### config.mk
export PLATFORM = sky130hd
export DESIGN_NAME = sigma_delta_dac
export DESIGN_NICKNAME = d
export VERILOG_FILES = /design/src/rtl/sigma_delta_dac.sv
export SDC_FILE = /design/constraint.sdc
export NUM_CORES = 1
export LEC_CHECK = 0
export ABC_AREA = 1
export BUFFER_PORTS_ARGS = -buffer_cell sky130_fd_sc_hd__buf_4
export CAP_MARGIN = 40
export CORE_AREA = 2 2 40 46
export CTS_BUF_LIST = sky130_fd_sc_hd__clkbuf_8
export CTS_CLUSTER_DIAMETER = 80
export DETAILED_ROUTE_END_ITERATION = 10
export DIE_AREA = 0 0 42 48
export HOLD_SLACK_MARGIN = 0.03
export PLACE_DENSITY = 0.66
export SYNTH_ARGS = -nofsm -noshare
export SYNTH_HDL_FRONTEND = slang
export SYNTH_SLANG_ARGS = --single-unit
### constraint.sdc
create_clock -name clk -period 3.66 [get_ports clk]
set_input_delay 0.549 -clock clk [delete_from_list [all_inputs] [get_ports clk]]
set_output_delay 0.549 -clock clk [all_outputs]
set_load 0.03 [all_outputs]
### src/rtl/sigma_delta_dac.sv
// First-order sigma-delta 1-bit DAC: the accumulator carry is the output pulse,
// so the ones-density of dac_out equals dac_in / 2^(RES+1).
module sigma_delta_dac #(
    parameter int RES = 7
) (
    input  logic         clk,
    input  logic         reset,
    input  logic [RES:0] dac_in,
    output logic         dac_out
);

    localparam int W = RES + 1;

    logic [W-1:0] acc;
    logic [W:0]   sum;

    // Full-width add so the carry is taken before any truncation; the
    // remainder is the residual error carried into the next cycle.
    assign sum = {1'b0, acc} + {1'b0, dac_in};

    always_ff @(posedge clk or negedge reset) begin
        if (!reset) begin
            acc     <= '0;
            dac_out <= 1'b0;
        end else begin
            acc     <= sum[W-1:0];
            dac_out <= sum[W];
        end
    end

endmodule

==> metrics.csv <==
stage,metric,value,unit
placement,io_buffers,10,
timing,fmax,620,MHz
timing,finalClockSkew,2.28,ps
pwr,p_clk_frac,0.180,
critical_path,arrival,1740,ps
flow_run,cap_violations,0,
timing,layout_setup_ws,2050,ps
clocking,cts_resized,0,
clocking,clock_path_buffers,2,
synthesis,synth_top_area_share,0.374,
synthesis,syn_nets,87,
final_layout,final_nets,102,
clocking,numCtsBuffers,3,
pwr,power_density,860,nW/um^2
synthesis,synth_area,602,sq um
detailed_routing,drcViolationCount,0,
clocking,h-tree-depth,1,
final_layout,drive_gt1_frac,0.268,
timing,setup_viol,0,
die,row_count,15,
die,io_pins,11,
final_layout,multiInputGateArea,347,sq um
final_layout,area_growth,23.5,%
placement,gp_congestion,0.783,
die,die_h,48,microns
detailed_routing,vias,460,
detailed_routing,wl,1.01,mm
synthesis,yosys-top-cells-area,"dfrtp_1 37%, ha_1 17%, nand2_1 14%, inv_1 4.4%, fa_1 3.3%",
global_route,grt_pass1_wl,1.77,mm
pwr,p_leak,0.000417,uW
timing,fin_crit,1610,ps
synthesis,ys_ff_latch,9,
clocking,cts_setup_buffers,0,
die,dieArea,2020,sq um
global_route,grtUsageTotal,0.127,
synthesis,synth_cell_types,17,
synthesis,yosysSeqAreaShare,0.374,
pwr,p_comb_frac,0.552,
synthesis,synth_cells,68,
global_route,antenna_found_initial,0,
critical_path,crit_required,3780,ps
placement,placed_cells,95,
status,status,"complete, no violations",
die,initial_core_util,0.396,
pwr,intPower,385,uW
placement,dp_hpwl,784,microns
critical_path,setup.worst_path.end_class,flop,
detailed_routing,viasPerCell,4.65,
clocking,clk_pin_slew_worst_paths,50,ps
critical_path,critical_path_class,primary input to flop,
detailed_routing,ant_nets,0,
critical_path,ff2ff_setup_slack,2130,ps
detailed_routing,drtIter0Drc,4,
clocking,cts_tree,done,
final_layout,seqCellArea,225,sq um
clocking,ctsHoldBuffers,0,
timing,final_hold_viol_count,0,
pwr,p_seq_frac,0.268,
timing,rsz0062_at_grt,false,
die,core_area,1520,sq um
timing,relSlewSlack,0.880,
synthesis,syn-mean-instance-area,8.85,sq um
synthesis,synth_largest_area_cell,dfrtp_1,
die,fp.dieW,42,microns
critical_path,start_kind,primary input,
pwr,peakVddDrop,0.357,mV
timing,hold-worst-slack,128,ps
final_layout,fillers,153,
global_route,grt_max_degree,10,
timing,post-route-period-util,0.441,
clocking,clk_latency,240,ps
final_layout,final_cells,99,
global_route,overflow,0,
timing,slew_viol_final,0,
critical_path,cp_max_fo,2,
placement,pre_cts_slack,1800,ps
critical_path,r2r_start,acc[0]$_DFF_PN0_,
critical_path,r2r_end,dac_out$_DFF_PN0_,
synthesis,yosys_warnings,0,
final_layout,diodes,0,
detailed_routing,avgRoutedWirePerCell,10.2,microns
critical_path,cp-startpoint,dac_in[0],
timing,tightestPinTransition,180,ps
pwr,p_sw,254,uW
clocking,cts.sinks,9,
timing,finalSetupTns,0,ps
placement,placedInstanceArea,698,sq um
detailed_routing,dr.pass1.iters,3,
clocking,root_buffer,clkbuf_8,
global_route,grt_pass1_vias,426,
critical_path,ff2ff_path_depth,8,
final_layout,fin_area,743,sq um
pwr,power_switching_share,0.398,
min_path,min_path_type,primary input to async pin,
## worst max path at each step
| stage | end | depth (start not counted) |
|---|---|---|
| 2_1_floorplan | dac_out$_DFF_PN0_ | 8 |
| 3_3_place_gp | acc[6]$_DFF_PN0_ | 9 |
| 3_5_place_dp | dac_out$_DFF_PN0_ | 9 |
| 4_1_cts | dac_out$_DFF_PN0_ | 9 |
| 5_1_grt | acc[6]$_DFF_PN0_ | 9 |
| 6_report | dac_out$_DFF_PN0_ | 9 |
## cell type report
cell class	count	area share
inverters	8	0.0404
flip-flops and latches	9	0.303
clock inverters	1	0.00505
well taps	17	0.0286
multi-input cells	51	0.466
clock buffers	3	0.0556
repair buffers	10	0.101
## worst max-delay path, stage by stage
cell,delay (ps)
buf_4,110
ha_1,210
fa_1,410
nand2_1,90
nand2_1,100
nand3b_4,90
nand2_1,70
nand2_1,60
nand2_1,40
## cells in the mapped netlist, drive strengths merged
library cell  instances
fa                    1
or2                   2
nand3                 4
xor2                  1
dfrtp                 9
nand3b                2
a21oi                 3
xnor2                 2
nor2                  3
inv                   8
nand2                25
ha                    8
## cells in the final DEF (no fill, tap or decap), drive strengths merged
master | netlist | routed
xor2 | 1 | 1
fa | 1 | 1
a21oi | 3 | 3
ha | 8 | 8
nand3b | 2 | 2
nand3 | 4 | 4
or2 | 2 | 2
inv | 8 | 9
nand2 | 25 | 25
xnor2 | 2 | 2
dfrtp | 9 | 9
clkbuf | 0 | 3
buf | 0 | 10
nor2 | 3 | 3
## flip-flops by register name, summed over array words and instances, names as in the netlist
name / cells
dac_out: 1
acc: 8
## metal layers
metal  vias up  GRT usage  part of all wire
met5         -          0                 0
li1        242          -                 -
met2        10      0.191              0.44
met1       203      0.151              0.47
met4         0      0.116             0.042
met3         5     0.0340             0.049
## metrics by stage
step / total power [uW] / utilization
global route: 709 / 0.489
finish: 639 / 0.489
global placement: 518 / 0.459
floorplan: 460 / -
detailed placement: 526 / 0.459
CTS: 650 / 0.489
## power by group through the flow
| stage | clock [uW] | combinational [uW] | sequential (uW) |
|---|---|---|---|
| after global placement | 0 | 345 | 173 |
| final | 115 | 353 | 171 |
| after CTS | 121 | 357 | 172 |
| after detailed placement | 0 | 353 | 173 |
| after floorplan | 0 | 279 | 181 |
| after global routing | 125 | 409 | 175 |
## kinds of logic (layout without fill, tap and decap cells)
family          count (synthesis)  count (layout)  share of synthesized area
xor+xnor                        3               3                     0.0437
buf+inv                         8              22                     0.0499
compound gates                  3               3                     0.0249
fa+ha+maj                       9               9                      0.200
flops                           9               9                      0.374
simple gates                   36              36                      0.308
No activity file was read; power rests on OpenSTA's default activity.
